### src/rtl/lcm_pkg.sv
`default_nettype none
// +----------------------------------------------------------------------------+
// | Module      : lcm_pkg                                                      |
// | Description : Shared constants, FSM state type and the effective-count     |
// |               helper for the LCM register packet reader.                   |
// | Revision    : 1.0 - initial release                                        |
// +----------------------------------------------------------------------------+
package lcm_pkg;

  localparam int LCM_DATA_W = 134;
  localparam int REG_W      = 64;

  localparam logic [1:0] FLAG_HEAD = 2'b01;
  localparam logic [1:0] FLAG_MID  = 2'b11;
  localparam logic [1:0] FLAG_TAIL = 2'b10;

  typedef enum logic [1:0] {
    IDLE = 2'd0,
    HEAD = 2'd1,
    DATA = 2'd2,
    DONE = 2'd3
  } lcm_state_e;

  // Number of registers actually returned: min(cnt, nreg-start), or 0 when
  // the request is malformed (zero count or start beyond the register file).
  function automatic logic [7:0] eff_count(input logic [7:0] start,
                                           input logic [7:0] cnt,
                                           input logic [8:0] nreg);
    logic [8:0] avail;
    avail = 9'd0;
    if (cnt == 8'd0 || {1'b0, start} >= nreg) begin
      return 8'd0;
    end
    avail = nreg - {1'b0, start};
    if ({1'b0, cnt} < avail) begin
      return cnt;
    end
    return avail[7:0];
  endfunction

endpackage
`default_nettype wire

### src/rtl/lcm_reg_snap.sv
`default_nettype none
// +----------------------------------------------------------------------------+
// | Module      : lcm_reg_snap                                                 |
// | Description : Snapshot bank holding a full copy of the register vector,   |
// |               captured in the cycle a read request is accepted.           |
// | Ports       : clk    - rising-edge clock                                   |
// |               rst_n  - synchronous active-low reset                        |
// |               cap_i  - capture strobe                                      |
// |               bus_i  - live register vector                                |
// |               snap_o - captured register vector                            |
// | Revision    : 1.0 - initial release                                        |
// +----------------------------------------------------------------------------+
module lcm_reg_snap
  import lcm_pkg::*;
#(
  parameter int NREG = 16
) (
  input  logic                  clk,
  input  logic                  rst_n,
  input  logic                  cap_i,
  input  logic [NREG*REG_W-1:0] bus_i,
  output logic [NREG*REG_W-1:0] snap_o
);

  logic [NREG*REG_W-1:0] snap_q;

  always_ff @(posedge clk) begin
    if (!rst_n) begin
      snap_q <= '0;
    end else if (cap_i) begin
      snap_q <= bus_i;
    end
  end

  assign snap_o = snap_q;

endmodule
`default_nettype wire

### src/rtl/lcm_reg_pkt_rd.sv
`default_nettype none
// +----------------------------------------------------------------------------+
// | Module      : lcm_reg_pkt_rd                                               |
// | Description : Reads a run of 64-bit registers and returns them as an LCM  |
// |               packet: one header beat, then two registers per data beat,  |
// |               followed by a packet-status strobe.                         |
// | Ports       : clk, rst_n            - clock, synchronous active-low reset  |
// |               reg_bus               - NREG x 64-bit flat register vector   |
// |               rd_req/start/cnt      - read request, first index, count     |
// |               rd_busy               - packet in progress                   |
// |               out_lcm_data_ready    - downstream can accept a beat         |
// |               out_lcm_data/_wr      - beat and its write strobe            |
// |               out_lcm_data_valid/_wr- packet good/discard and its strobe   |
// | Options     : LCM_REG_RD_SNAPSHOT_EN - when defined, registers are copied  |
// |               into a snapshot bank at request accept; otherwise reg_bus   |
// |               is read live as each data beat is launched.                 |
// | Revision    : 1.0 - initial release                                        |
// +----------------------------------------------------------------------------+
module lcm_reg_pkt_rd
  import lcm_pkg::*;
#(
  parameter int NREG  = 16,
  parameter int SEQ_W = 16
) (
  input  logic                  clk,
  input  logic                  rst_n,
  input  logic [NREG*REG_W-1:0] reg_bus,
  input  logic                  rd_req,
  input  logic [7:0]            rd_start,
  input  logic [7:0]            rd_cnt,
  output logic                  rd_busy,
  input  logic                  out_lcm_data_ready,
  output logic [LCM_DATA_W-1:0] out_lcm_data,
  output logic                  out_lcm_data_wr,
  output logic                  out_lcm_data_valid,
  output logic                  out_lcm_data_valid_wr
);

  localparam logic [8:0] C_NREG9 = 9'(NREG);

  lcm_state_e            state_q;
  logic [7:0]            start_q;
  logic [7:0]            cnt_q;
  logic                  err_q;
  logic [7:0]            idx_q;
  logic [7:0]            rem_q;
  logic [SEQ_W-1:0]      seq_q;

  logic [NREG*REG_W-1:0] src_bus;
  logic [REG_W-1:0]      w_regs [256];

  logic [15:0]           seq16_d;
  logic [7:0]            eff_cnt_d;
  logic                  last_d;
  logic                  odd_d;
  logic [REG_W-1:0]      hi_d;
  logic [LCM_DATA_W-1:0] head_beat_d;
  logic [LCM_DATA_W-1:0] data_beat_d;

`ifdef LCM_REG_RD_SNAPSHOT_EN
  logic accept_d;
  assign accept_d = (state_q == IDLE) && rd_req;

  lcm_reg_snap #(
    .NREG (NREG)
  ) u_snap (
    .clk    (clk),
    .rst_n  (rst_n),
    .cap_i  (accept_d),
    .bus_i  (reg_bus),
    .snap_o (src_bus)
  );
`else
  assign src_bus = reg_bus;
`endif

  // Register view padded to 256 entries so any 8-bit index is in range;
  // indices past the register file read as zero.
  for (genvar i = 0; i < 256; i++) begin : g_reg
    if (i < NREG) begin : g_present
      assign w_regs[i] = src_bus[REG_W*i +: REG_W];
    end else begin : g_absent
      assign w_regs[i] = '0;
    end
  end

  always_comb begin
    seq16_d     = 16'(seq_q);
    eff_cnt_d   = eff_count(rd_start, rd_cnt, C_NREG9);
    last_d      = (rem_q <= 8'd2);
    // A single remaining register means the tail beat is half empty.
    odd_d       = (rem_q == 8'd1);
    hi_d        = odd_d ? '0 : w_regs[idx_q + 8'd1];
    head_beat_d = {(err_q ? FLAG_TAIL : FLAG_HEAD), 4'd0, start_q, cnt_q,
                   seq16_d, 96'd0};
    data_beat_d = {(last_d ? FLAG_TAIL : FLAG_MID), (odd_d ? 4'd8 : 4'd0),
                   w_regs[idx_q], hi_d};
  end

  always_ff @(posedge clk) begin
    if (!rst_n) begin
      state_q               <= IDLE;
      start_q               <= '0;
      cnt_q                 <= '0;
      err_q                 <= 1'b0;
      idx_q                 <= '0;
      rem_q                 <= '0;
      seq_q                 <= '0;
      rd_busy               <= 1'b0;
      out_lcm_data          <= '0;
      out_lcm_data_wr       <= 1'b0;
      out_lcm_data_valid    <= 1'b0;
      out_lcm_data_valid_wr <= 1'b0;
    end else begin
      out_lcm_data_wr       <= 1'b0;
      out_lcm_data_valid_wr <= 1'b0;
      case (state_q)
        IDLE: begin
          if (rd_req) begin
            start_q <= rd_start;
            cnt_q   <= eff_cnt_d;
            err_q   <= (eff_cnt_d == 8'd0);
            idx_q   <= rd_start;
            rem_q   <= eff_cnt_d;
            rd_busy <= 1'b1;
            state_q <= HEAD;
          end
        end
        HEAD: begin
          if (out_lcm_data_ready) begin
            out_lcm_data    <= head_beat_d;
            out_lcm_data_wr <= 1'b1;
            state_q         <= err_q ? DONE : DATA;
          end
        end
        DATA: begin
          if (out_lcm_data_ready) begin
            out_lcm_data    <= data_beat_d;
            out_lcm_data_wr <= 1'b1;
            idx_q           <= idx_q + 8'd2;
            if (last_d) begin
              rem_q   <= 8'd0;
              state_q <= DONE;
            end else begin
              rem_q   <= rem_q - 8'd2;
            end
          end
        end
        DONE: begin
          // Reached the cycle the last beat strobe is on the output.
          out_lcm_data_valid    <= ~err_q;
          out_lcm_data_valid_wr <= 1'b1;
          seq_q                 <= seq_q + SEQ_W'(1);
          rd_busy               <= 1'b0;
          state_q               <= IDLE;
        end
        default: begin
          state_q <= IDLE;
        end
      endcase
    end
  end

endmodule
`default_nettype wire

### config.mk
export PLATFORM = sky130hd
export DESIGN_NAME = lcm_reg_pkt_rd
export DESIGN_NICKNAME = d
export VERILOG_FILES = /design/src/rtl/lcm_pkg.sv /design/src/rtl/lcm_reg_snap.sv /design/src/rtl/lcm_reg_pkt_rd.sv
export SDC_FILE = /design/constraint.sdc
export NUM_CORES = 1
export LEC_CHECK = 0
export CORE_AREA = 3 3 453 455
export DETAILED_ROUTE_END_ITERATION = 10
export DIE_AREA = 0 0 456 458
export SLEW_MARGIN = 20
export SYNTH_ARGS = -nofsm -noshare
export SYNTH_HDL_FRONTEND = slang
export SYNTH_SLANG_ARGS = --single-unit
### constraint.sdc
create_clock -name clk -period 3.1 [get_ports clk]
set_clock_uncertainty 0.2 [all_clocks]
set_input_delay 0.62 -clock clk [delete_from_list [all_inputs] [get_ports clk]]
set_output_delay 0.62 -clock clk [all_outputs]
set_load 0.02 [all_outputs]
==> metrics.md, run 1 <==
| Metric | Value |
|---|---|
| Die Width | `around 460 um` |
| Die area | `209000 um^2` |
| WS Path Type | `in -> reg` |
| Final WL | `208000 um` |
| Core area | `202000 um^2` |
| Initial Utilization | `0.116` |
| Max_slew headroom | `0.410` |
| Ys flop type | `dfxtp_1` |
| Via count | `27700` |
| Sequential share of the synthesized area | `0.159` |
| Synth Warn # | `0` |
| Chip Height | `458 um` |
| Row Count | `between 150 and 200` |
| P&R area growth vs syn | `71.3%` |
| FMAX | `~340 MHz` |
| Worst path required time | `3.33 ns` |
| Tot Pwr | `27000 uW` |
| Flops & latches, synth | `about 190` |
| # IOs | `1182` |
| Final setup violation count | `0` |
| DR DRC count | `0` |
| Reg area | `3740 um^2` |
| Final hold vios | `0` |
| Min Tclk post-route | `2.96 ns` |
| Total gr overflow | `0` |
| Routed Antenna Nets | `0` |
| Measured slew at the worst slew-check pin | `0.886 ns` |
| Final Max Tran Viols | `0` |
| Synth cell types | `58` |
| Critical Path AT | `3.19 ns` |
| Initial antenna violation count | `245` |
| Number of enable flip-flop cells after synthesis | `0` |
| Leak | `0.0127 uW` |
| Hpwl dp | `178000 um` |
| Maximum VDD drop | `~700 uV` |
| Ratio of final minimum period to clock period | `0.955` |
| RSZ-0062 raised after global routing | `false` |
| Filler cells | `21900` |
| Worst setup EP type | `flip-flop` |
| Status | `completed` |
| Final Net Count | `4348` |
| CP startpoint kind | `input port` |
| Pin count of the biggest net entering global routing | `just over 90` |
| Share of cells above drive strength 1 | `0.241` |
| WL per Instance | `34.2 um` |
| Clock transition at the registers of the reported paths | `0.10 ns` |
| Worst-skew pair later-pin latency | `0.58 ns` |
| CTS tree | `done` |
| Fin worst setup slack | `approximately 0.14 ns` |
| Total global-route track usage | `0.191` |
| DRT Pass-1 Iters | `6` |
| Max clock buf depth | `2` |
| Syn Area/Cell | `10.7 um^2` |
| Cell Area, Synth | `~23000 um^2` |
| Worst slack at placement | `-0.762 ns` |
| DR vias/cell | `between 4 and 5` |
| Min Hold Slack | `0.255 ns` |
| Multi-input logic area | `18700 um^2` |
| Fraction of registers with async set or reset after synthesis | `0` |
| Cell count after synthesis | `2187` |
| CP Max Fanout | `7` |
| Max cap viols | `0` |
| Setup TNS Final | `0 ns` |
| Post-CTS setup buffers | `0` |
| CTS root buffer | `clkbuf_16` |
| Final Wtd Congestion | `1.00` |
| PortBufs | `~1200` |
| HP Class | `reg -> reg` |
| H-tree depth | `4` |
| DRT iter0 DRCs | `about 2800` |
| CTS sink count | `between 150 and 200` |
| PwrDens | `671 nW/um^2` |
| Vias in the first global route | `27200` |
| Num CTS Buffers | `17` |
| First-pass GRT wire length | `~270000 um` |
==> repair_timing <==
action,in CTS,in global routing
endpoints found under the setup margin,17,17
gates resized for setup,6,8
hold buffers,0,0
pin swaps,3,3
==> metal layers <==
layer / track usage / wire length (um) / vias to the layer above
met1: 0.205 / 71400 / 14300
met2: 0.308 / 99100 / 1691
met4: 0.108 / 11400 / 120
met5: 0 / 793 / -
li1: - / - / 11100
met3: 0.0936 / 25200 / 490
==> where the power goes <==
part,switching [uW],internal (uW),total (uW)
logic,11600,9780,21400
clock network,1520,1120,2640
registers,300,2670,2970
==> layout make-up <==
cell class | count | share of cell area
sequential | 186 | 0.0930
clock buffer | 17 | 0.0106
multi-input combinational | 1733 | 0.464
antenna | 111 | 0.00691
inverter | 22 | 0.00212
timing repair buffer | 1327 | 0.335
tap | 2672 | 0.0832
clock inverter | 15 | 0.00523
==> worst paths after layout <==
kind	start	to	slack [ns]	cells past startpoint
hold reg to reg	out_lcm_data[92]	out_lcm_data[92]	0.25	2
hold / removal	out_lcm_data[92]	out_lcm_data[92]	0.25	2
setup / recovery	rd_start[2]	rem_q[1]	0.14	11
setup reg to reg	idx_q[0]	out_lcm_data[22]	0.18	7
==> critical path, stage by stage <==
cell             delay, ns
clkdlybuf4s50_1       0.47
or3b_4                0.47
a21oi_2               0.17
xor2_1                0.17
ha_1                  0.27
a21oi_2               0.13
o21ai_0               0.10
a31o_2                0.27
and2_4                0.19
mux2i_2               0.21
o22ai_1               0.11
==> cells in the final DEF, fill, tap and decap left out, types with 4 or more instances in the layout <==
master | Yosys | final
clkdlybuf4s50_1 | 0 | 1176
mux4_2 | 512 | 512
nand2_1 | 443 | 443
dfxtp_1 | 186 | 182
a21oi_1 | 182 | 176
diode_2 | 0 | 111
buf_4 | 10 | 106
nand3_1 | 86 | 86
mux2_2 | 65 | 65
nand3b_1 | 64 | 64
a32o_1 | 64 | 64
nor2_1 | 51 | 50
buf_12 | 0 | 43
o21ai_0 | 42 | 42
o22ai_1 | 36 | 36
nor3b_1 | 31 | 31
inv_1 | 22 | 18
clkbuf_16 | 0 | 17
mux2i_1 | 18 | 16
o21ai_1 | 16 | 15
ha_1 | 17 | 14
xor2_1 | 14 | 13
xnor2_1 | 13 | 10
nor3_1 | 10 | 10
clkinv_8 | 0 | 8
a21oi_2 | 0 | 6
nor2b_1 | 6 | 6
a31oi_1 | 5 | 5
nand4_1 | 5 | 5
inv_6 | 0 | 5
and2_1 | 5 | 4
and3_1 | 5 | 4
dfxtp_4 | 0 | 4
==> registers in the layout, indices dropped and copies added, names as in the netlist <==
register / flops
out_lcm_data: 131
out_lcm_data_valid: 1
rem_q: 8
state_q: 2
rd_busy: 1
start_q: 8
cnt_q: 8
err_q: 1
idx_q: 8
out_lcm_data_valid_wr: 1
out_lcm_data_wr: 1
seq16_d: 16
==> Yosys cell counts (2+ instances only) <==
cell type	count	area [um^2]
a32o_1	64	641
buf_2	111	556
a31o_2	2	17.5
o22ai_1	36	225
xor2_1	14	123
nor2_1	51	191
ha_1	17	213
nor3_1	10	50.1
nand4_1	5	31.3
and2_1	5	31.3
mux4_2	512	11500
inv_1	22	82.6
nor2b_1	6	37.5
a22oi_1	3	22.5
mux2_2	65	732
a31oi_1	5	31.3
and4_1	3	26.3
buf_6	6	67.6
buf_1	13	48.8
nand2_1	443	1660
nor4_1	2	12.5
o21ai_0	42	210
a21o_1	3	22.5
nor3b_1	31	233
nand3_1	86	430
buf_4	10	75.1
o21bai_1	2	15.0
o21ai_1	16	80.1
dfxtp_1	186	3720
nand3b_1	64	480
and3_1	5	31.3
a211oi_1	4	30.0
xnor2_1	13	114
clkbuf_1	108	405
a21oi_1	182	911
mux2i_1	18	180
==> logic make-up after synthesis <==
group	after synthesis	synth area share
and+or+nand+nor	721	0.141
muxes	595	0.530
AOI/OAI and AO/OA	370	0.0981
buffers and inverters	270	0.0526
DFF	186	0.159
xor gates and xnor gates	27	0.0101
adders and majority gates	17	0.00906
other	1	0.000160
==> through the flow <==
stage               utilization  std cells  area (um^2)
global route              0.199       6039        40100
finish                    0.199       6083        40200
detailed placement        0.195       5940        39200
CTS                       0.198       5972        39900
global placement          0.195       5940        39200
floorplan                     -       2189        23500
No activity file was read; power rests on OpenSTA's default activity.
==> inputs of run 2 (changes only) <==
--- a/config.mk
+++ b/config.mk
@@ -7,2 +7,3 @@
 export LEC_CHECK = 0
+export ABC_CLOCK_PERIOD_IN_PS = 3100
 export CORE_AREA = 3 3 453 455
--- a/constraint.sdc
+++ b/constraint.sdc
@@ -4,2 +4,2 @@
 set_output_delay 0.62 -clock clk [all_outputs]
-set_load 0.02 [all_outputs]
+set_load 0.05 [all_outputs]
==> run 2 against run 1 <==
- combinational power increased by 2%
- setup slack improved by 0.0040 ns
- utilization about the same
- highest routed layer unchanged
- via count increased by 1.5%
- sequential share of layout area about the same
- non-clock buffer count increased by 5
==> metrics.md, run 2 (same netlist as run 1, synthesis figures left out) <==
| Metric | Value |
|---|---|
| Worst setup path start | `rd_start[1]` |
| Clock transition at the registers of the reported paths | `0.09 ns (about the same)` |
| Worst-skew pair later-pin latency | `0.58 ns (about the same)` |
| Min Tclk post-route | `2.96 ns (-0.00396 ns)` |
| Cell depth of the worst flop-to-flop path | `6 (-1)` |
| CP startpoint kind | `input port` |
| Via count | `28100 (+1.5%)` |
| Status | `completed` |
| Final hold vios | `0 (unchanged)` |
| Largest Register | `out_lcm_data` |
| Die area | `209000 um^2 (unchanged)` |
| Number of flip-flops in the largest register | `131 (unchanged)` |
| Initial Utilization | `0.116 (unchanged)` |
| CP Max Fanout | `7 (unchanged)` |
| Worst R2R Start | `idx_q[1]` |
| Most frequent cells in the layout | `clkdlybuf4s50_1 (1169), mux4_2 (512), nand2_1 (443)` |
| CTS root buffer | `clkbuf_16` |
| Critical Path AT | `3.22 ns (+0.03 ns)` |
| Initial antenna violation count | `227 (-7.3%)` |
| Worst setup EP type | `flip-flop` |
| CP Depth | `13 (+2)` |
| DR DRC count | `0 (unchanged)` |
| Die Width | `456 um (unchanged)` |
| Post-Place Cells | `5945 (+0.084%)` |
| Chip Height | `458 um (unchanged)` |
| PwrDens | `685 nW/um^2 (+2.2%)` |
| Max clock buf depth | `2 (unchanged)` |
| Leak | `0.0127 uW (+0.25%)` |
| Largest stage delay, worst path | `0.43 ns (-0.04 ns)` |
| Min-delay src | `out_lcm_data[131]` |
| Top Family by Delay on Critical Path | `compound AO/OA/AOI/OAI gates` |
| DRT iter0 DRCs | `3288 (+18%)` |
| Total gr overflow | `0 (unchanged)` |
| Final Wtd Congestion | `1.01 (+0.76%)` |
| Row Count | `165 (unchanged)` |
| CP bufs+invs | `2 (+1)` |
| Share of cells above drive strength 1 | `0.243 (+0.00206)` |
| Worst path required time | `3.36 ns (+0.03 ns)` |
| Critical-path cell list | `dlygate4sd2_1 -> inv_2 -> ha_2 -> or3b_4 -> a21oi_2 -> xor2_1 -> ha_1 -> a21oi_2 -> o21ai_0 -> a31o_2 -> and2_4 -> mux2i_1 -> o21ai_1` |
| CP max-delay cell | `or3b_4` |
| DRT Pass-1 Iters | `5 (-1)` |
| CTS tree | `done` |
| Num CTS Buffers | `17 (unchanged)` |
| H-tree depth | `4 (unchanged)` |
| WHS Path Cells | `2 (unchanged)` |
| Routed Antenna Nets | `0 (unchanged)` |
| P&R area growth vs syn | `71.0%` |
| WS Path Type | `in -> reg` |
| Final Net Count | `4353 (+0.11%)` |
| Most common cell after layout, fill and taps aside | `clkdlybuf4s50_1` |
| RSZ-0062 raised after global routing | `false` |
| DR vias/cell | `4.63 (+1.6%)` |
| Setup slack, reg-to-reg | `0.27 ns (+0.09 ns)` |
| Max_slew headroom | `0.438 (+0.0282)` |
| Hpwl dp | `178000 um (about the same)` |
| Measured slew at the worst slew-check pin | `0.843 ns (-0.0423 ns)` |
| # IOs | `1182 (unchanged)` |
| Final Max Tran Viols | `0 (unchanged)` |
| R2R Path End | `out_lcm_data[98]` |
| Maximum VDD drop | `676 uV (-2.3%)` |
| Hold EP | `out_lcm_data[131]` |
| WL per Instance | `34.4 um (+0.67%)` |
| Dpl cell area | `39200 um^2 (about the same)` |
| FMAX | `338 MHz (+0.13%)` |
| Max cap viols | `0 (unchanged)` |
| Final setup violation count | `0 (unchanged)` |
| Cell mode on critical path | `a21oi_2` |
| First-pass GRT wire length | `267000 um (+0.23%)` |
| Total global-route track usage | `0.192 (+0.000365)` |
| Min Hold Slack | `0.254 ns (-0.000471 ns)` |
| HP Class | `reg -> reg` |
| Final instance area | `40200 um^2 (-0.12%)` |
| Vias in the first global route | `27100 (-0.45%)` |
| Ratio of final minimum period to clock period | `0.954 (-0.00128)` |
| PortBufs | `1178 (unchanged)` |
| Pin count of the biggest net entering global routing | `82 (-12%)` |
| CTS sink count | `186 (unchanged)` |
| Fin cells | `6082 (-0.016%)` |
| Final WL | `209000 um (+0.66%)` |
| Core area | `202000 um^2 (unchanged)` |
-- run 2: cell types whose count changed in the layout (fill, tap and decap cells not counted), sizes merged --
cell           previous run  this run
buf                     149       161
clkdlybuf4s50          1176      1169
diode                   111       105
-- run 2: where the power goes --
| group | leakage, uW | internal, uW | switching (uW) |
|---|---|---|---|
| Sequential | 0.00151 | 2670 | 298 |
| Clock | 0.000307 | 1120 | 1560 |
| Combinational | 0.0109 | 9770 | 12100 |
-- run 2: layout make-up --
type,instances,area (um^2)
antenna,105,263
clock buffer,17,425
clock inverter,15,213
fill,22000,162000
inverter,22,85.1
multi-input combinational,1733,18700
sequential,186,3740
tap,2672,3340
timing repair buffer,1332,13400
-- run 2: what timing repair did --
action | CTS | global route
hold buffers | 0 | 0
setup endpoints to repair | 4 | 17
gates cloned | 0 | 0
setup buffers | 0 | 0
pin swaps | 1 | 5
gates resized for setup | 5 | 5
-- run 2: metrics by stage --
step / TNS (ns) / util / setup WS, ns / power [uW]
final: 0 / 0.199 / 0.144 / 27500
after global routing: 0 / 0.198 / 0.0279 / 29000
after CTS: 0 / 0.198 / 0.0108 / 27900
after detailed placement: -10.26 / 0.194 / -0.696 / 25100
after global placement: -11.24 / 0.194 / -0.753 / 25000
after floorplan: 0 / - / 0.000922 / 15900
-- run 2: worst max path at each step --
stage | end | slack, ns
3_3_place_gp | rem_q[4] | -0.75
3_5_place_dp | rem_q[4] | -0.70
5_1_grt | rem_q[1] | 0.03
2_1_floorplan | rem_q[4] | 0.0009
6_report | rem_q[0] | 0.14
4_1_cts | rem_q[4] | 0.01
-- run 2: routing by layer --
layer  routed length [um]  GRT usage  vias to the layer above
li1                     -          -                    11100
met1                74000      0.212                    14500
met2               101000      0.315                     1929
met3                23200     0.0802                      482
met4                10800     0.0974                      114
met5                  723          0                        -
-- run 2: tightest hold or removal path: cells and delay by family, from the launching register on --
kind            cells  cell delay [ns]
simple gates        1             0.05
compound gates      1             0.05
flops               1             0.32
